File: src/rtl/bp_pkg.sv
// Shared types and helpers for the gshare branch predictor.
// Counter sizing helpers take the counter width because the PHT width is a module parameter.
package bp_pkg;

    localparam int IDX_MAX_W = 16;
    localparam int GHR_MAX_W = 16;
    localparam int CNT_W_DEF = 2;

    typedef struct packed {
        logic [31:0]          next_addr;
        logic [31:0]          jump_addr;
        logic [IDX_MAX_W-1:0] idx;
        logic                 pred;
        logic [GHR_MAX_W-1:0] ghr;
    } bp_entry_t;

    typedef enum logic [0:0] {
        NORMAL  = 1'b0,
        COOLING = 1'b1
    } bp_state_e;

    // Weakly not-taken: one below the taken threshold.
    function automatic int cnt_init(input int cnt_w);
        return (1 << (cnt_w - 1)) - 1;
    endfunction

    function automatic int cnt_taken_thresh(input int cnt_w);
        return 1 << (cnt_w - 1);
    endfunction

    localparam int CNT_INIT_DEF  = (1 << (CNT_W_DEF - 1)) - 1;
    localparam int CNT_TAKEN_DEF = 1 << (CNT_W_DEF - 1);

endpackage

File: src/rtl/bp_ckpt_fifo.sv
// Circular checkpoint FIFO of in-flight branches; clear drops every entry at once.
// Callers only push when not full and pop when not empty; both are re-checked here.
module bp_ckpt_fifo
    import bp_pkg::*;
#(
    parameter int DEPTH_W = 2
) (
    input  logic      clk,
    input  logic      rst,
    input  logic      push,
    input  logic      pop,
    input  logic      clear,
    input  bp_entry_t push_data,
    output bp_entry_t head,
    output logic      full,
    output logic      empty
);

    localparam int DEPTH = 2 ** DEPTH_W;

    bp_entry_t            mem [DEPTH];
    logic [DEPTH_W-1:0]   wr_ptr;
    logic [DEPTH_W-1:0]   rd_ptr;
    logic [DEPTH_W:0]     count;
    logic                 push_ok;
    logic                 pop_ok;

    assign full    = (count == (DEPTH_W + 1)'(DEPTH));
    assign empty   = (count == '0);
    assign push_ok = push && !full;
    assign pop_ok  = pop && !empty;
    assign head    = mem[rd_ptr];

    always_ff @(posedge clk) begin
        if (rst) begin
            wr_ptr <= '0;
            rd_ptr <= '0;
            count  <= '0;
        end else if (clear) begin
            wr_ptr <= '0;
            rd_ptr <= '0;
            count  <= '0;
        end else begin
            if (push_ok) begin
                wr_ptr <= wr_ptr + 1'b1;
            end
            if (pop_ok) begin
                rd_ptr <= rd_ptr + 1'b1;
            end
            count <= count + (DEPTH_W + 1)'(push_ok) - (DEPTH_W + 1)'(pop_ok);
        end
    end

    always_ff @(posedge clk) begin
        if (!rst && !clear && push_ok) begin
            mem[wr_ptr] <= push_data;
        end
    end

endmodule

File: src/rtl/branch_predictor_gshare.sv
// Gshare predictor: PHT indexed by PC ^ speculative history, with checkpointed
// in-flight branches so a mispredict restores history from the architectural copy.
//
// state   | meaning
// --------+-----------------------------------------------------------
// NORMAL  | asks and commits accepted
// COOLING | cycle after a flush; asks and commits ignored
module branch_predictor_gshare
    import bp_pkg::*;
#(
    parameter int PHT_IDX_W    = 6,
    parameter int GHR_W        = 4,
    parameter int CNT_W        = 2,
    parameter int FIFO_DEPTH_W = 2
) (
    input  logic        clk,
    input  logic        rst,
    input  logic        rdy,
    input  logic        ask_predictor,
    input  logic [31:0] now_ins_addr,
    input  logic [31:0] jump_addr_from_if,
    input  logic [31:0] next_addr_from_if,
    output logic        jump,
    output logic        predictor_sgn_rdy,
    output logic        predictor_full,
    input  logic        branch_commit,
    input  logic        branch_jump,
    output logic        flush,
    output logic [31:0] addr_to_if,
    output logic [31:0] commit_cnt,
    output logic [31:0] mispredict_cnt
);

    localparam int                PHT_N    = 2 ** PHT_IDX_W;
    localparam int                GHR_S    = (GHR_W > 0) ? GHR_W : 1;
    localparam logic [CNT_W-1:0]  CNT_INIT = CNT_W'(cnt_init(CNT_W));
    localparam logic [CNT_W-1:0]  CNT_MAX  = '1;

    bp_state_e              state;
    logic [GHR_S-1:0]       spec_ghr;
    logic [GHR_S-1:0]       arch_ghr;
    logic [CNT_W-1:0]       pht [PHT_N];

    logic [PHT_IDX_W-1:0]   ghr_ext;
    logic [PHT_IDX_W-1:0]   ask_idx;
    logic [PHT_IDX_W-1:0]   upd_idx;
    logic                   pred_dir;
    logic                   ask_ok;
    logic                   commit_ok;
    logic                   mispredict;
    logic                   fifo_push;
    logic                   fifo_pop;
    logic                   fifo_full;
    logic                   fifo_empty;
    bp_entry_t              push_data;
    bp_entry_t              head;
    logic                   unused_bits;

    // With zero history bits the register exists but stays at zero (bimodal).
    function automatic logic [GHR_S-1:0] ghr_shift(input logic [GHR_S-1:0] g, input logic b);
        if (GHR_W == 0) begin
            return '0;
        end
        return GHR_S'({g, b});
    endfunction

    always_comb begin
        ghr_ext = '0;
        if (GHR_W > 0) begin
            ghr_ext = PHT_IDX_W'(spec_ghr);
        end
    end

    assign ask_idx  = now_ins_addr[PHT_IDX_W+1:2] ^ ghr_ext;
    assign pred_dir = pht[ask_idx][CNT_W-1];
    assign upd_idx  = head.idx[PHT_IDX_W-1:0];

    assign predictor_full = fifo_full;
    assign ask_ok     = rdy && ask_predictor && !fifo_full && (state == NORMAL);
    assign commit_ok  = rdy && branch_commit && !fifo_empty && (state == NORMAL);
    assign mispredict = commit_ok && (head.pred != branch_jump);
    // A mispredict squashes a same-cycle ask along with everything queued.
    assign fifo_push  = ask_ok && !mispredict;
    assign fifo_pop   = commit_ok && !mispredict;

    always_comb begin
        push_data           = '0;
        push_data.next_addr = next_addr_from_if;
        push_data.jump_addr = jump_addr_from_if;
        push_data.idx       = IDX_MAX_W'(ask_idx);
        push_data.pred      = pred_dir;
        push_data.ghr       = GHR_MAX_W'(spec_ghr);
    end

    assign unused_bits = ^{head, now_ins_addr};

    bp_ckpt_fifo #(
        .DEPTH_W (FIFO_DEPTH_W)
    ) u_ckpt_fifo (
        .clk       (clk),
        .rst       (rst),
        .push      (fifo_push),
        .pop       (fifo_pop),
        .clear     (mispredict),
        .push_data (push_data),
        .head      (head),
        .full      (fifo_full),
        .empty     (fifo_empty)
    );

    always_ff @(posedge clk) begin
        if (rst) begin
            state             <= NORMAL;
            spec_ghr          <= '0;
            arch_ghr          <= '0;
            jump              <= 1'b0;
            predictor_sgn_rdy <= 1'b0;
            flush             <= 1'b0;
            addr_to_if        <= '0;
            commit_cnt        <= '0;
            mispredict_cnt    <= '0;
            for (int i = 0; i < PHT_N; i++) begin
                pht[i] <= CNT_INIT;
            end
        end else if (rdy) begin
            predictor_sgn_rdy <= fifo_push;
            if (fifo_push) begin
                jump <= pred_dir;
            end

            flush <= mispredict;
            if (mispredict) begin
                addr_to_if <= branch_jump ? head.jump_addr : head.next_addr;
            end

            case (state)
                NORMAL:  if (mispredict) state <= COOLING;
                COOLING: state <= NORMAL;
                default: state <= NORMAL;
            endcase

            if (commit_ok) begin
                if (branch_jump) begin
                    if (pht[upd_idx] != CNT_MAX) begin
                        pht[upd_idx] <= pht[upd_idx] + 1'b1;
                    end
                end else if (pht[upd_idx] != '0) begin
                    pht[upd_idx] <= pht[upd_idx] - 1'b1;
                end
                arch_ghr   <= ghr_shift(arch_ghr, branch_jump);
                commit_cnt <= commit_cnt + 32'd1;
            end

            if (mispredict) begin
                mispredict_cnt <= mispredict_cnt + 32'd1;
                spec_ghr       <= ghr_shift(arch_ghr, branch_jump);
            end else if (fifo_push) begin
                spec_ghr <= ghr_shift(spec_ghr, pred_dir);
            end
        end
    end

endmodule
File: config.mk
export PLATFORM = sky130hd
export DESIGN_NAME = branch_predictor_gshare
export DESIGN_NICKNAME = d
export VERILOG_FILES = /design/src/rtl/bp_pkg.sv /design/src/rtl/bp_ckpt_fifo.sv /design/src/rtl/branch_predictor_gshare.sv
export SDC_FILE = /design/constraint.sdc
export NUM_CORES = 1
export LEC_CHECK = 0
export CAP_MARGIN = 20
export CELL_PAD_IN_SITES_DETAIL_PLACEMENT = 1
export CELL_PAD_IN_SITES_GLOBAL_PLACEMENT = 2
export CORE_UTILIZATION = 30
export CTS_CLUSTER_DIAMETER = 30
export DETAILED_ROUTE_END_ITERATION = 7
export HOLD_SLACK_MARGIN = 0.1
export PLACE_DENSITY_LB_ADDON = 0.1
export RECOVER_POWER = 100
export SYNTH_ARGS = -nofsm -noshare
export SYNTH_HDL_FRONTEND = slang
export SYNTH_SLANG_ARGS = --single-unit
export TNS_END_PERCENT = 10
File: constraint.sdc
create_clock -name clk -period 11.95 [get_ports clk]
set_clock_uncertainty 0.1 [all_clocks]
set_input_delay 2.39 -clock clk [delete_from_list [all_inputs] [get_ports clk]]
set_output_delay 2.39 -clock clk [all_outputs]
set_load 0.05 [all_outputs]
-- After elaboration in Yosys (flattened, before gate mapping)
Memories as Yosys holds them, arrays and structs flattened. A register that Yosys moved wholly into a read port is not among the register bits.
Cells that the tools add are included.
- memories: 2
- register bits after elaboration: 114
- memory bits (read-only): 0
- logic and storage cells: 81
- bits in writable memories: 428
- latch bits: 0
- add/subtract/negate cells: 8
- shifts and indexed selects: 0
- reductions and logical operators: 26
- bitwise gates (word level): 3
- order comparisons: 0
- eq/ne operators: 3
- muxes and demuxes: 27
- $mul: 0
- div/mod/pow operators: 0
- memory list (name ; words ; width ; rd ports ; clocked after memory_dff ; wr ports ; RTL line ; text):
    u_ckpt_fifo.mem ; 4 ; 75 ; 1 ; 1 ; 1 ; bp_ckpt_fifo.sv:21 ; bp_entry_t mem [DEPTH];
    pht ; 64 ; 2 ; 2 ; 0 ; 64 ; branch_predictor_gshare.sv:42 ; logic [CNT_W-1:0] pht [PHT_N];
- operators by type and width (kind ; count):
    $add 32x1->32 const B ; 2
    $mux 32 ; 1
    $mux 1 ; 18
    $logic_and 1x1->1 ; 13
    $mux 2 ; 4
    $mux 4 ; 2
    $reduce_and 2->1 ; 4
    $add 2x1->2 const B ; 3
    $mux 6 ; 1
    $xor 6x4->6 ; 1
    $logic_not 1->1 ; 4
    $reduce_bool 2->1 ; 2
    $reduce_or 2->1 ; 2
    $add 3x1->3 ; 1
    $eq 3x3->1 const B ; 1
    $logic_not 3->1 ; 1
    $sub 3x1->3 ; 1
    $ne 2x2->1 const B ; 1
    $pmux 1 s2 ; 1
    $sub 2x1->2 const B ; 1
    $ne 1x1->1 ; 1
    $not 1->1 ; 1
    $or 1x1->1 ; 1

-- Depth between registers and ports, before layout
Gate-level depths: netlist of the first run.
- word-level depth: 11
- depth in mapped cells: 15
- mapped depth without buffers: 11

-- Cells and area by module
A second synthesis of the first run with hierarchy kept.
- cell total of the unflattened synthesis: 1772
- area total of the unflattened synthesis: 26987.1 sq um
- modules (own cells, without submodules) (module ; area an instance (sq um) ; cells each ; instances):
    bp_ckpt_fifo ; 14462.6 ; 556 ; 1
    branch_predictor_gshare ; 12524.5 ; 1216 ; 1

-- Least setup slack after synthesis of the first run
Ideal clock, no wire load.
- path type: in2reg
- from: input branch_jump
- to: memory u_ckpt_fifo.mem[0][10] in the netlist's numbering, enable pin
- setup slack: 6.185 ns
- arrival: 5.228 ns
- stages: 8
- cells stage by stage: clkbuf_1 > inv_1 > xnor2_1 > nand2_1 > clkbuf_1 > nand2_1 > nor2_1 > and2_1
- word-level cells in the longest chain between the ends: 8
- elaborated cells between the ends (all ways): 9
- ends and longest elaborated chain (element ; RTL line ; text):
    start: declaration ; branch_predictor_gshare.sv:27 ; input logic branch_jump,
    $ne 1x1->1 (*) ; branch_predictor_gshare.sv:81 ; assign mispredict = commit_ok && (head.pred != branch_jump);
    $logic_and 1x1->1 (*) ; branch_predictor_gshare.sv:81 ;
    $logic_not 1->1 (*) ; bp_ckpt_fifo.sv:55, branch_predictor_gshare.sv:83 ;
    $logic_and 1x1->1 ; branch_predictor_gshare.sv:83 ; assign fifo_push = ask_ok && !mispredict;
    $logic_and 1x1->1 ; bp_ckpt_fifo.sv:30 ; assign push_ok = push && !full;
    $logic_and 1x1->1 (*) ; bp_ckpt_fifo.sv:55 ; if (!rst && !clear && push_ok) begin
    $mux 1 (*) ; bp_ckpt_fifo.sv:55 ;
    $mux 1 (implied by the code) (*) ; bp_ckpt_fifo.sv:56 ; mem[wr_ptr] <= push_data;
    end: declaration ; bp_ckpt_fifo.sv:21 ;
Mark *: on every way between the ends. The rest lies on a longest branch, timed or not.

-- Worst setup path after layout of the first run
- from: input rdy
- to: memory u_ckpt_fifo.mem[0][47] in the netlist's numbering, enable pin
- word-level cells in the longest chain between the ends: 10
- elaborated cells between the ends (all ways): 14
- ends and longest elaborated chain (element ; RTL line ; text):
    start: declaration ; branch_predictor_gshare.sv:18 ; input logic rdy,
    $logic_and 1x1->1 (3 in a row) ; branch_predictor_gshare.sv:80 ; assign commit_ok = rdy && branch_commit && !fifo_empty && (state == NORMAL);
    $logic_and 1x1->1 ; branch_predictor_gshare.sv:81 ;
    $logic_not 1->1 ; bp_ckpt_fifo.sv:55, branch_predictor_gshare.sv:83 ;
    $logic_and 1x1->1 ; branch_predictor_gshare.sv:83 ;
    $logic_and 1x1->1 ; bp_ckpt_fifo.sv:30 ;
    $logic_and 1x1->1 (*) ; bp_ckpt_fifo.sv:55 ;
    $mux 1 (*) ; bp_ckpt_fifo.sv:55 ;
    $mux 1 (implied by the code) (*) ; bp_ckpt_fifo.sv:56 ;
Marked as above.

==> impl_metrics.env, run 1 <==
export IMPL_run_status="finished, violations left"
export IMPL_failing_checks="max-capacitance violations, max-slew violations"
export IMPL_setup_tns_ns=0
export IMPL_yosys_top_cells_area="sky130_fd_sc_hd__edfxtp_1 54%, sky130_fd_sc_hd__dfxtp_1 10%, sky130_fd_sc_hd__mux4_2 9.2%"
export IMPL_grt_total_usage=0.176
export IMPL_top_signal_layer_used="met5"
export IMPL_maxCapViolations=6
export IMPL_report_final_slew_viol_count=203
export IMPL_grt_max_degree=67
export IMPL_start_kind="primary input"
export IMPL_gpl_final_weighted_congestion=0.768
export IMPL_worst_slew_margin_rel=-1.89
export IMPL_multiInputGateArea_um2=7440
export IMPL_port_buffer_count=175
export IMPL_detailroute_via_count=14625
export IMPL_num_fill_cells=7609
export IMPL_fin_worst_hold_slack_ns=0.356
export IMPL_synth_edff_count=412
export IMPL_grt_pass1_wl_um=101000
export IMPL_io_pins=202
export IMPL_cts_max_path_buffers=3
export IMPL_reg2reg_depth=9
export IMPL_routed_wl_um=67600
export IMPL_synth_yosys_seq_area_share=0.639
export IMPL_final_nets=1893
export IMPL_crit_path_top_delay_cell="sky130_fd_sc_hd__clkbuf_1"
export IMPL_firstDrtPassIters=5
export IMPL_finalHoldViolCount=0
export IMPL_powerDensity_nw_per_um2=219
export IMPL_crit_type="primary input to flop"
export IMPL_largest_vdd_supply_drop_mv=0.149
export IMPL_timing_critical_path_max_delay_family="buffers and inverters"
export IMPL_routedLengthMet1_um=29800
export IMPL_r2r_setup_slack_ns=3.56
export IMPL_power_frac_clock=0.589
export IMPL_power_share_switching=0.245
export IMPL_timing_fmax_mhz=118
export IMPL_synthesis_nets=1649
export IMPL_globalRoute_totalOverflow=0
export IMPL_rsz0062_at_grt="no"
export IMPL_post_route_cells_drive_above_1_share=0.202
export IMPL_yosys_cell_types_count=62
export IMPL_cp_max_fo=64
export IMPL_yosys_area_share_xor_xnor=0.0228
export IMPL_path_depth=9
export IMPL_muxShareOfSynthArea=0.141
export IMPL_report_final_setup_viol=0
export IMPL_synth_compound_gate_area_share=0.0598
export IMPL_internal_power_mw=5.05
export IMPL_average_instance_area_after_synthesis_um2=15.0
export IMPL_worst_slew_pin_transition_ns=4.34
export IMPL_cts_root_buf="sky130_fd_sc_hd__clkbuf_16"
export IMPL_fin_crit_ns=8.50
export IMPL_slowest_delay_ns=2.45
export IMPL_initial_core_util=0.303
export IMPL_asyncSetResetFlopFracSynth=0
export IMPL_area_delta_synth_final_pct=32.6
export IMPL_post_cts_setup_buffer_count=0
export IMPL_yosysTopAreaCell="sky130_fd_sc_hd__edfxtp_1"
export IMPL_grt_pass1_vias=15747
export IMPL_critical_path_at_ns=8.71
export IMPL_placeableCoreArea_um2=75900
export IMPL_die_area_um2=77800
export IMPL_drt_drc_violations_left=0
export IMPL_ys_warn_count=0
export IMPL_synth_top_area_share=0.538
export IMPL_die_w_um=279
export IMPL_whs_path_depth=2
export IMPL_cp_cell_sequence="dlygate4sd3_1, nor2b_1, o311a_2, clkbuf_1, nand2_1, nand2_1, nor2_1, and2_0, buf_4"
export IMPL_synthesis_area_um2=23000
export IMPL_numCtsBuffers=144
export IMPL_synthesis_instances=1538
export IMPL_netSwitchingPower_mw=1.64
export IMPL_critPathBufInv=3
export IMPL_y_dimension_of_the_die_um=279
export IMPL_viasPerCell=4.98
export IMPL_synth_ff_type="sky130_fd_sc_hd__edfxtp_1"
export IMPL_clk_pin_slew_ns=0.04
export IMPL_postCtsHoldBufs=0
export IMPL_total_power_mw=6.69
export IMPL_cts_sinks=528
export IMPL_post_synth_fa_ha_maj_area_fraction=0.00522
export IMPL_sequential_cell_area_um2=14700
export IMPL_tritoncts="yes"
export IMPL_static_leakage_power_nw=10.5
export IMPL_min_path_type="flop to flop"
export IMPL_wl_met2_um=32200
export IMPL_p_comb_frac=0.099
export IMPL_drtIter0Drc=714
export IMPL_yosys_area_share_simple=0.106
export IMPL_met3_wirelength_um=3780
export IMPL_cts_repair_resized=0
export IMPL_postSynthRegisterBits=528
export IMPL_placement_rows=101
export IMPL_postRouteAntennaNets=0
export IMPL_power_share_sequential=0.312
export IMPL_route_detailed_wl_per_inst_um=23.0
export IMPL_dominant_combinational_cell_family_by_area_after_synthesis="multiplexers"
export IMPL_worstSetupEndpointType="flop"
export IMPL_timing_final_crit_share=0.711
export IMPL_cp_data_required_time_ns=12.16
export IMPL_hpwl_um=39300
export IMPL_cpMostUsedCell="sky130_fd_sc_hd__nand2_1"
export IMPL_clock_latency_ns=0.70
export IMPL_antenna_found_initial=10
export IMPL_cts_htree_levels=4
stage by stage:
stage | instance area [um^2] | util | cells | setup slack [ns]
final | 30500 | 0.402 | 2935 | 3.45
after global routing | 30500 | 0.402 | 2934 | 2.96
after CTS | 30900 | 0.407 | 2931 | 5.95
after detailed placement | 25800 | 0.340 | 2666 | 5.59
after global placement | 25800 | 0.340 | 2666 | 5.57
after floorplan | 23000 | - | 1538 | 6.18
placed cells by master (no fill, tap or decap), types with 6 or more instances in the layout:
cell type,instances
sky130_fd_sc_hd__a211oi_1,35
sky130_fd_sc_hd__a21o_1,8
sky130_fd_sc_hd__a21oi_1,25
sky130_fd_sc_hd__a31o_1,10
sky130_fd_sc_hd__a41o_1,42
sky130_fd_sc_hd__and3_1,15
sky130_fd_sc_hd__buf_4,25
sky130_fd_sc_hd__bufinv_16,19
sky130_fd_sc_hd__clkbuf_1,38
sky130_fd_sc_hd__clkbuf_16,146
sky130_fd_sc_hd__clkbuf_8,22
sky130_fd_sc_hd__clkinv_1,10
sky130_fd_sc_hd__clkinv_2,23
sky130_fd_sc_hd__dfxtp_1,114
sky130_fd_sc_hd__dlygate4sd3_1,171
sky130_fd_sc_hd__edfxtp_1,412
sky130_fd_sc_hd__ha_1,8
sky130_fd_sc_hd__inv_1,14
sky130_fd_sc_hd__mux2_2,11
sky130_fd_sc_hd__mux2i_1,97
sky130_fd_sc_hd__mux4_2,93
sky130_fd_sc_hd__nand2_1,74
sky130_fd_sc_hd__nand3_1,30
sky130_fd_sc_hd__nand4_1,13
sky130_fd_sc_hd__nor2_1,122
sky130_fd_sc_hd__nor3_1,72
sky130_fd_sc_hd__nor3_2,7
sky130_fd_sc_hd__nor3b_1,6
sky130_fd_sc_hd__o21ai_0,15
sky130_fd_sc_hd__o22ai_1,14
sky130_fd_sc_hd__or3_1,65
sky130_fd_sc_hd__xnor2_1,28
sky130_fd_sc_hd__xor2_1,31
worst paths after layout:
| kind | endpoint | from |
|---|---|---|
| hold / removal | jump | jump |
| setup reg to reg | pht[47][1] | flop |
| hold reg to reg | jump | jump |
| setup / recovery | u_ckpt_fifo.mem[0][47] | rdy |
Yosys cell counts (3+ instances only):
library cell and n:
sky130_fd_sc_hd__edfxtp_1 412, sky130_fd_sc_hd__nor2_1 121, sky130_fd_sc_hd__dfxtp_1 116, sky130_fd_sc_hd__mux2i_1 97
sky130_fd_sc_hd__mux4_2 94, sky130_fd_sc_hd__nand2_1 74, sky130_fd_sc_hd__clkbuf_1 65, sky130_fd_sc_hd__or3_1 65
sky130_fd_sc_hd__nor3_2 60, sky130_fd_sc_hd__a41o_1 42, sky130_fd_sc_hd__a211oi_1 35, sky130_fd_sc_hd__xor2_1 32
sky130_fd_sc_hd__nand3_1 30, sky130_fd_sc_hd__xnor2_1 28, sky130_fd_sc_hd__a21oi_1 25, sky130_fd_sc_hd__buf_6 19
sky130_fd_sc_hd__nor3_1 19, sky130_fd_sc_hd__and3_1 15, sky130_fd_sc_hd__o21ai_0 15, sky130_fd_sc_hd__inv_1 14
sky130_fd_sc_hd__o22ai_1 14, sky130_fd_sc_hd__buf_1 13, sky130_fd_sc_hd__nand4_1 13, sky130_fd_sc_hd__mux2_2 12
sky130_fd_sc_hd__a31o_1 10, sky130_fd_sc_hd__buf_2 10, sky130_fd_sc_hd__a21o_1 8, sky130_fd_sc_hd__ha_1 8
sky130_fd_sc_hd__and2_1 7, sky130_fd_sc_hd__nor3b_1 6, sky130_fd_sc_hd__nand2b_1 5, sky130_fd_sc_hd__o2111ai_1 5
sky130_fd_sc_hd__o21ai_2 5, sky130_fd_sc_hd__a31o_2 4, sky130_fd_sc_hd__nor2b_1 4, sky130_fd_sc_hd__o21ai_1 3
kinds of logic after synthesis:
kind of cell / count (synthesis)
AND/OR/NAND/NOR: 434
adder cells (fa/ha/maj): 9
AO/OA/AOI/OAI: 179
multiplexers: 204
buffers and inverters: 124
XOR/XNOR: 60
flip-flops: 528
tightest hold or removal path, delay by kind of cell (launching register included):
family | cells | cell delay (ns)
DFF | 1 | 0.30
and+or+nand+nor | 1 | 0.05
AOI/OAI and AO/OA | 1 | 0.05
power groups by stage:
| stage | combinational [mW] | sequential, mW | clock, mW |
|---|---|---|---|
| after floorplan | 0.413 | 2.15 | 0 |
| after global placement | 0.687 | 2.12 | 0 |
| after detailed placement | 0.691 | 2.12 | 0 |
| after CTS | 0.694 | 2.09 | 4.02 |
| after global routing | 0.707 | 2.09 | 4.11 |
| final | 0.663 | 2.09 | 3.94 |
sequential cells by signal, summed over array words and instances, names as in the netlist, named ones only:
register	flops
addr_to_if	32
arch_ghr	3
commit_cnt	32
flush	1
jump	1
mispredict_cnt	32
pht	128
predictor_sgn_rdy	1
spec_ghr	4
state	1
u_ckpt_fifo.count	3
u_ckpt_fifo.mem	284
u_ckpt_fifo.rd_ptr	2
u_ckpt_fifo.wr_ptr	2
final cells by class:
type | count | area share
sequential | 528 | 0.482
multi-input combinational | 886 | 0.244
clock buffer | 197 | 0.133
timing repair buffer | 208 | 0.0644
tap | 1030 | 0.0422
clock inverter | 68 | 0.0328
inverter | 14 | 0.00172
antenna | 4 | 0.000328
routing by layer:
layer | vias to the layer above | track usage
met2 | 418 | 0.281
met4 | 8 | 0.0711
li1 | 6564 | -
met5 | - | 0
met3 | 152 | 0.0464
met1 | 7483 | 0.225
Power figures use the tool's default switching activity.
==> run 2, diff against run 1 <==
clock period = 7.6 ns   (was 11.95 ns; I/O delays follow)
==> impl_metrics.env, run 2 (synthesized netlist as in run 1, its figures left out) <==
export IMPL_die_area_um2=77800
export IMPL_largest_register_ffs=284
export IMPL_postCtsHoldBufs=0
export IMPL_rsz0062_at_grt="no"
export IMPL_worstSetupEndpointType="flop"
export IMPL_firstDrtPassIters=6
export IMPL_cts_repair_resized=0
export IMPL_maxCapViolations=8
export IMPL_grt_total_usage=0.178
export IMPL_port_buffer_count=175
export IMPL_placement_rows=101
export IMPL_run_status="finished, violations left"
export IMPL_powerDensity_nw_per_um2=333
export IMPL_reg_largest_list="u_ckpt_fifo.mem x284, pht x128"
export IMPL_y_dimension_of_the_die_um=279
export IMPL_finalHoldViolCount=0
export IMPL_drtIter0Drc=812
export IMPL_cts_sinks=528
export IMPL_die_w_um=279
export IMPL_cts_max_path_buffers=3
export IMPL_setup_tns_ns=0
export IMPL_initial_core_util=0.303
export IMPL_cts_htree_levels=4
export IMPL_cp_max_fo=40
export IMPL_routed_wl_um=68500
export IMPL_grt_pass1_vias=16241
export IMPL_clock_latency_ns=0.70
export IMPL_report_final_slew_viol_count=263
export IMPL_area_delta_synth_final_pct=31.5
export IMPL_report_final_setup_viol=0
export IMPL_slowest_delay_ns=1.28
export IMPL_post_route_cells_drive_above_1_share=0.199
export IMPL_num_fill_cells=7690
export IMPL_fin_crit_ns=6.29
export IMPL_grt_pass1_wl_um=103000
export IMPL_layout_cells_most_common_list="412 x sky130_fd_sc_hd__edfxtp_1, 171 x sky130_fd_sc_hd__dlygate4sd3_1, 144 x sky130_fd_sc_hd__clkbuf_16"
export IMPL_gpl_final_weighted_congestion=0.760
export IMPL_clk_pin_slew_ns=0.05
export IMPL_start_kind="flop"
export IMPL_cts_root_buf="sky130_fd_sc_hd__clkbuf_16"
export IMPL_timing_critical_path_max_delay_family="multiplexers"
export IMPL_crit_path_top_delay_cell="sky130_fd_sc_hd__mux4_2"
export IMPL_viasPerCell=5.04
export IMPL_sequential_cell_area_um2=14700
export IMPL_postRouteAntennaNets=0
export IMPL_post_cts_setup_buffer_count=0
export IMPL_critical_path_at_ns=6.59
export IMPL_largest_register="u_ckpt_fifo.mem"
export IMPL_mostFrequentLayoutCell="sky130_fd_sc_hd__edfxtp_1"
export IMPL_worst_slew_margin_rel=-1.25
export IMPL_io_pins=202
export IMPL_critPathBufInv=2
export IMPL_placeableCoreArea_um2=75900
export IMPL_hpwl_um=40400
export IMPL_timing_fmax_mhz=159
export IMPL_final_nets=1895
export IMPL_failing_checks="max-capacitance violations, max-slew violations"
export IMPL_cp_cell_sequence="mux4_2, buf_4, mux2i_1, mux4_2, a22oi_1, nand4b_1, xnor2_1, o22a_1, buf_4, nor3_1"
export IMPL_detailroute_via_count=14771
export IMPL_cp_data_required_time_ns=7.90
export IMPL_crit_type="flop to flop"
export IMPL_globalRoute_totalOverflow=0
export IMPL_timing_final_crit_share=0.828
export IMPL_tritoncts="yes"
export IMPL_largest_vdd_supply_drop_mv=0.183
export IMPL_numCtsBuffers=143
export IMPL_antenna_found_initial=12
export IMPL_drt_drc_violations_left=0
export IMPL_grt_max_degree=78
export IMPL_total_power_mw=10.1
export IMPL_multiInputGateArea_um2=7460
export IMPL_min_path_type="flop to flop"
export IMPL_static_leakage_power_nw=10.3
export IMPL_route_detailed_wl_per_inst_um=23.4
export IMPL_worst_slew_pin_transition_ns=3.37
[run 2: final timing paths]
check	from	to	slack (ns)	cells past startpoint
worst min-delay path	jump	jump	0.36	2
worst max-delay path	flop	pht[7][1]	1.31	10
worst max register to register	flop	pht[7][1]	1.31	10
worst min register to register	jump	jump	0.36	2
[run 2: final cells by class]
cell class                      count  area share
Antenna cell                        6    0.000496
Clock buffer                      191       0.128
Clock inverter                     66      0.0285
Inverter                           14     0.00174
Multi-Input combinational cell    886       0.247
Sequential cell                   528       0.486
Tap cell                         1030      0.0426
Timing Repair Buffer              211      0.0665
[run 2: per-stage QoR]
stage	instance area (um^2)	utilization	setup WS, ns	std cells	hold slack, ns
final	30300	0.398	1.31	2932	0.357
after global routing	30200	0.398	0.965	2929	0.383
after CTS	30600	0.402	1.66	2924	0.360
after detailed placement	25800	0.340	1.72	2667	0.355
after global placement	25800	0.340	1.75	2666	0.355
after floorplan	23000	-	2.70	1538	0.337
[run 2: worst register-to-register path, cell delays in order, from the launching register on]
cell and delay, ns:
sky130_fd_sc_hd__dfxtp_2 0.95, sky130_fd_sc_hd__mux4_2 1.30, sky130_fd_sc_hd__buf_4 0.51, sky130_fd_sc_hd__mux2i_1 0.14, sky130_fd_sc_hd__mux4_2 0.48, sky130_fd_sc_hd__a22oi_1 0.32
sky130_fd_sc_hd__nand4b_1 0.34, sky130_fd_sc_hd__xnor2_1 0.32, sky130_fd_sc_hd__o22a_1 0.94, sky130_fd_sc_hd__buf_4 0.48, sky130_fd_sc_hd__nor3_1 0.12
[run 2: routing by layer]
layer  wire [um]  part of all wire  GRT usage  vias up
met5          68           0.00099          0        -
met4        1880             0.027     0.0702       12
met3        3890             0.057     0.0440      155
met2       32800              0.48      0.290      419
met1       29900              0.44      0.229     7602
li1            -                 -          -     6583
[run 2: report_power, final]
| group | internal, mW | switching, mW |
|---|---|---|
| clock network | 3.88 | 1.85 |
| logic | 0.350 | 0.705 |
| registers | 3.22 | 0.0582 |
